--- src/rtl/fifo_pkg.sv ---
// Shared definitions for the FIFO controller family: depth and pointer-width
// helpers, default thresholds and the packed status-flag bundle.
// The FIFO_CTRL_STICKY_ERR_EN macro (used by fifo_ctrl_lvl) needs nothing here.
package fifo_pkg;

  localparam int DEF_ADDR_WIDTH    = 3;
  localparam int PTR_W             = DEF_ADDR_WIDTH + 1;
  localparam int DEF_AEMPTY_THRESH = 1;

  // Number of words addressed by an aw-bit address.
  function automatic int fifo_depth(input int aw);
    return 1 << aw;
  endfunction

  // Pointers carry one extra bit so that a full FIFO and an empty FIFO differ.
  function automatic int ptr_width(input int aw);
    return aw + 1;
  endfunction

  // Almost-full defaults to one word short of full.
  function automatic int def_afull_thresh(input int aw);
    return fifo_depth(aw) - 1;
  endfunction

  typedef struct packed {
    logic empty;
    logic full;
    logic almost_empty;
    logic almost_full;
  } fifo_flags_t;

endpackage

--- src/rtl/fifo_lvl_flags.sv ---
// Registered status flags derived from the next occupancy level.
// Kept separate so other FIFO variants (e.g. async) can reuse the same
// level-to-flag mapping. Reset state corresponds to an empty FIFO.
module fifo_lvl_flags
  import fifo_pkg::*;
#(
  parameter int ADDR_WIDTH    = DEF_ADDR_WIDTH,
  parameter int AFULL_THRESH  = def_afull_thresh(ADDR_WIDTH),
  parameter int AEMPTY_THRESH = DEF_AEMPTY_THRESH
) (
  input  logic                  clk,
  input  logic                  reset_n,
  input  logic [ADDR_WIDTH:0]   level_next,
  output fifo_flags_t           flags
);

  localparam int                  PTR_BITS = ptr_width(ADDR_WIDTH);
  localparam logic [PTR_BITS-1:0] DEPTH_L  = PTR_BITS'(fifo_depth(ADDR_WIDTH));
  localparam logic [PTR_BITS-1:0] AF_L     = PTR_BITS'(AFULL_THRESH);
  localparam logic [PTR_BITS-1:0] AE_L     = PTR_BITS'(AEMPTY_THRESH);

  fifo_flags_t flags_d;
  fifo_flags_t flags_q;

  // Map the upcoming level onto each status flag.
  always_comb begin
    flags_d              = '0;
    flags_d.empty        = (level_next == '0);
    flags_d.full         = (level_next == DEPTH_L);
    flags_d.almost_empty = (level_next <= AE_L);
    flags_d.almost_full  = (level_next >= AF_L);
  end

  // Flags register on the same edge as the level itself.
  always_ff @(posedge clk or negedge reset_n) begin
    if (!reset_n) begin
      flags_q.empty        <= 1'b1;
      flags_q.full         <= 1'b0;
      flags_q.almost_empty <= 1'b1;
      flags_q.almost_full  <= 1'b0;
    end else begin
      flags_q <= flags_d;
    end
  end

  assign flags = flags_q;

endmodule

--- src/rtl/fifo_ctrl_lvl.sv ---
// FIFO controller for an external dual-port register file: read/write
// pointers, registered occupancy level, status flags and error reporting.
// Optional macro FIFO_CTRL_STICKY_ERR_EN: overflow/underflow become sticky
// and a clr_err input clears them; otherwise they are one-cycle pulses.
module fifo_ctrl_lvl
  import fifo_pkg::*;
#(
  parameter int ADDR_WIDTH    = DEF_ADDR_WIDTH,
  parameter int AFULL_THRESH  = def_afull_thresh(ADDR_WIDTH),
  parameter int AEMPTY_THRESH = DEF_AEMPTY_THRESH
) (
  input  logic                  clk,
  input  logic                  reset_n,
  input  logic                  wr,
  input  logic                  rd,
`ifdef FIFO_CTRL_STICKY_ERR_EN
  input  logic                  clr_err,
`endif
  output logic                  we,
  output logic [ADDR_WIDTH-1:0] w_addr,
  output logic [ADDR_WIDTH-1:0] r_addr,
  output logic [ADDR_WIDTH-1:0] r_addr_next,
  output logic [ADDR_WIDTH:0]   level,
  output logic                  empty,
  output logic                  full,
  output logic                  almost_empty,
  output logic                  almost_full,
  output logic                  overflow,
  output logic                  underflow
);

  localparam int PTR_BITS = ptr_width(ADDR_WIDTH);

  logic [PTR_BITS-1:0] w_ptr_q, w_ptr_d;
  logic [PTR_BITS-1:0] r_ptr_q, r_ptr_d;
  logic [PTR_BITS-1:0] level_q, level_d;
  logic                wr_ok, rd_ok;
  logic                overflow_ev, underflow_ev;
  logic                overflow_q, overflow_d;
  logic                underflow_q, underflow_d;
  fifo_flags_t         flags;

  // Qualify requests against the registered flags. A write while full is
  // allowed only when a read frees a slot in the same cycle; a read while
  // empty is always refused because there is no bypass path.
  always_comb begin
    wr_ok        = wr & (~flags.full | rd);
    rd_ok        = rd & ~flags.empty;
    overflow_ev  = wr & flags.full & ~rd;
    underflow_ev = rd & flags.empty;
  end

  // Advance pointers and level by whatever was accepted this cycle; level
  // arithmetic simply wraps at the pointer width.
  always_comb begin
    w_ptr_d = w_ptr_q + {{ADDR_WIDTH{1'b0}}, wr_ok};
    r_ptr_d = r_ptr_q + {{ADDR_WIDTH{1'b0}}, rd_ok};
    level_d = level_q + {{ADDR_WIDTH{1'b0}}, wr_ok} - {{ADDR_WIDTH{1'b0}}, rd_ok};
  end

  // Pointer and level state.
  always_ff @(posedge clk or negedge reset_n) begin
    if (!reset_n) begin
      w_ptr_q <= '0;
      r_ptr_q <= '0;
      level_q <= '0;
    end else begin
      w_ptr_q <= w_ptr_d;
      r_ptr_q <= r_ptr_d;
      level_q <= level_d;
    end
  end

  // Next error state: either held until cleared, or a plain registered pulse.
  always_comb begin
    overflow_d  = 1'b0;
    underflow_d = 1'b0;
`ifdef FIFO_CTRL_STICKY_ERR_EN
    overflow_d  = overflow_ev  | (overflow_q  & ~clr_err);
    underflow_d = underflow_ev | (underflow_q & ~clr_err);
`else
    overflow_d  = overflow_ev;
    underflow_d = underflow_ev;
`endif
  end

  // Error flag registers.
  always_ff @(posedge clk or negedge reset_n) begin
    if (!reset_n) begin
      overflow_q  <= 1'b0;
      underflow_q <= 1'b0;
    end else begin
      overflow_q  <= overflow_d;
      underflow_q <= underflow_d;
    end
  end

  fifo_lvl_flags #(
    .ADDR_WIDTH    (ADDR_WIDTH),
    .AFULL_THRESH  (AFULL_THRESH),
    .AEMPTY_THRESH (AEMPTY_THRESH)
  ) u_flags (
    .clk        (clk),
    .reset_n    (reset_n),
    .level_next (level_d),
    .flags      (flags)
  );

  assign we           = wr_ok;
  assign w_addr       = w_ptr_q[ADDR_WIDTH-1:0];
  assign r_addr       = r_ptr_q[ADDR_WIDTH-1:0];
  assign r_addr_next  = r_ptr_d[ADDR_WIDTH-1:0];
  assign level        = level_q;
  assign empty        = flags.empty;
  assign full         = flags.full;
  assign almost_empty = flags.almost_empty;
  assign almost_full  = flags.almost_full;
  assign overflow     = overflow_q;
  assign underflow    = underflow_q;

endmodule

--- config.mk ---
export PLATFORM = sky130hd
export DESIGN_NAME = fifo_ctrl_lvl
export DESIGN_NICKNAME = d
export VERILOG_FILES = /design/src/rtl/fifo_pkg.sv /design/src/rtl/fifo_lvl_flags.sv /design/src/rtl/fifo_ctrl_lvl.sv
export SDC_FILE = /design/constraint.sdc
export NUM_CORES = 1
export LEC_CHECK = 0
export BUFFER_PORTS_ARGS = -buffer_cell sky130_fd_sc_hd__buf_4
export CAP_MARGIN = 20
export CORE_UTILIZATION = 42
export DETAILED_ROUTE_END_ITERATION = 7
export PLACE_DENSITY = 0.74
export SLEW_MARGIN = 20
export SYNTH_ARGS = -nofsm -noshare
export SYNTH_HDL_FRONTEND = slang
export SYNTH_SLANG_ARGS = --single-unit
--- constraint.sdc ---
create_clock -name clk -period 2 [get_ports clk]
set_input_delay 0.3 -clock clk [delete_from_list [all_inputs] [get_ports clk]]
set_output_delay 0.3 -clock clk [all_outputs]
set_load 0.03 [all_outputs]
==> reports/results.ini <==
[outcome]
status = complete, but fails checks
failed_checks = negative setup slack

[sta]
finalMaxSlewViolations = 0
hold_violations = 0
post-route-period-util_pct = 104
slew_headroom_pct = 79.6
skew_ps = 1.63
layout_setup_ws_ps = -70.5
grt_setup_unrepaired = yes
tightest_slew_ps = 305
setup_viol = 3
fin_crit_ps = 2070
tns_ps = -154
fin_hold_ws_ps = 274
fmax_ghz = 0.483

[drt]
wirelength_mm = 1.41
route.detailed.drc = 0
vias = 551
drtIter0Drc = 4
antenna_left = 0
routed_via_density = 4.92
wl_per_cell_um = 12.6
first_pass_iters = 4

[setup_path]
crit_fanout = 3
required_ps = 2210
criticalPathCategory = flip-flop to flip-flop
crit_path_end_kind = flip-flop
startpoint_type = flip-flop
arrival_ps = 2280

[clock_network]
root_buffer = clkbuf_4
tritoncts = yes
clk_latency_ps = 280
clock_sinks = 16
clk_pin_slew_worst_paths_ps = 90
clockBufferDepth = 2
cts_inserted_buffers = 3
cts-htree-levels = 1

[die]
rows = 14
core_um2 = 1540
io-pin-count = 24
initial_core_util_pct = 46.4
die_area_um2 = 1870
die_h_um = 43.3
fp.dieW_um = 43.3

[yosys]
synth-compound-area-share_pct = 7.87
synth_simple_gate_area_share_pct = 11.5
yosys.area.top_type_share_pct = 49.0
synth_xor_area_share_pct = 7.34
syn-num-nets = 69
yosysSeqAreaShare_pct = 56.3
synth_seq_cells = 16
syn-cell-area_um2 = 716
synthMuxAreaShare_pct = 0
synth_cells = 58
synth_top_family_by_area = adder cells
synthAdderAreaFrac_pct = 13.3
ys_warn_count = 0
synth_top_cell_by_area = dfrtp_1
synth_area_per_cell_um2 = 12.3
synth.distinct_cells = 24
synth_area_leaders = dfrtp_1 (49%), ha_1 (10%), dfstp_2 (7.3%), inv_1 (3.7%), xnor2_1 (3.7%)

[global_route]
grt_pass1_wl_mm = 2.42
grt_pass1_vias = 570
gr-total-overflow = 0
grt_max_degree = 17
grtUsageTotal_pct = 17.5
antenna_found_initial = 0

[finish]
num-nets-final = 108
n_antenna_cell = 0
syn_to_final_growth_pct = 52.1
n_fill_cell = 111
fin_cells = 112
final_common_cell = buf_4
final_layout_size_suffix_gt1_share_pct = 55.2
final_cell_mix = buf_4 (32), dfrtp_1 (13), inv_1 (5), ha_1 (5)

[placement]
globalplace.congestion = 0.762
dp_hpwl_mm = 1.12
dp.cells = 105
pre_cts_ws_ps = -90.7
port-buffer-count = 23

[hold_path]
hold_class = primary input to flip-flop

[job]
cap_viol_max_count = 0

## through the flow
step | instance area (um^2) | utilization (%)
CTS | 1050 | 68.3
finish | 1090 | 70.6
global placement | 993 | 64.4
global route | 1090 | 70.6
floorplan | 741 | -
detailed placement | 993 | 64.4
## worst max-delay path, stage by stage, from the launching register on
cell and delay, ps:
dfstp_2 380, nand2b_4 140, or2_4 230, nand2_2 80, ha_4 130, inv_2 30
fa_1 490, inv_2 40, or3_4 370, nor3_2 100
## cell type report
class                      count  area (um^2)  share of cell area, %
clock buffer                   4         36.3                   3.33
inverter                       7         26.3                   2.41
multi-input combinational     35          340                   31.3
sequential                    16          404                   37.1
tap                           16         20.0                   1.84
timing repair buffer          34          262                   24.0
## layer usage
metal	part of all wire, %	global-route usage [%]	vias to the layer above	routed length [um]
met4	1.8	5.45	0	26
met3	6.6	3.83	4	93
met1	40	19.5	257	561
met2	52	32.5	22	731
li1	-	-	268	-
met5	0	0	-	0
## final timing paths
path                                   from  depth (start not counted)  slack, ps                to
max                        u_flags.flags[3]                          9        -70  u_flags.flags[2]
min                                      wr                          2        270          overflow
max reg2reg                u_flags.flags[3]                          9        -70  u_flags.flags[2]
min reg2reg                      w_ptr_q[2]                          1        470        w_ptr_q[2]
max in group asynchronous           reset_n                          2       1350  u_flags.flags[1]
min in group asynchronous           reset_n                          2        410        r_ptr_q[2]
## state kept, by name (all words and copies together) (netlist names)
| signal | cells |
|---|---|
| level | 4 |
| u_flags.flags | 4 |
| r_ptr_q | 3 |
| w_ptr_q | 3 |
| overflow | 1 |
| underflow | 1 |
## synth_stat cells
cell	n
and2_1	1
dfrtp_1	14
o21ai_1	1
or3_4	1
fa_1	1
nor3_1	1
and3_1	2
nor3_2	1
xnor2_1	3
a21boi_0	1
nand2_1	2
or2_2	1
a21oi_1	2
nand3_1	2
a21oi_2	1
xor2_1	3
a21o_1	1
a211oi_1	1
a32o_1	1
nor2_1	2
dfstp_2	2
nand2b_1	1
ha_1	6
inv_1	7
## what timing repair did
| item | CTS | global route |
|---|---|---|
| hold buffers | 1 | 0 |
| gates cloned | 0 | 0 |
| resized for setup | 2 | 4 |
| pin swaps | 0 | 1 |
| buffers inserted | 0 | 2 |
| setup endpoints to repair | 4 | 5 |
| hold endpoints to repair | 14 | 0 |
## kinds of logic (layout without fill, tap and decap cells)
kind of cell	Yosys count	in the layout
AOI/OAI and AO/OA	8	8
xor gates and xnor gates	6	6
adders and majority gates	7	7
and+or+nand+nor	14	14
buffers and inverters	7	45
DFF	16	16
Power is left out: the tool's default activity adds up to more than one toggle a clock period on the data nets, which glitch-free logic cannot reach.
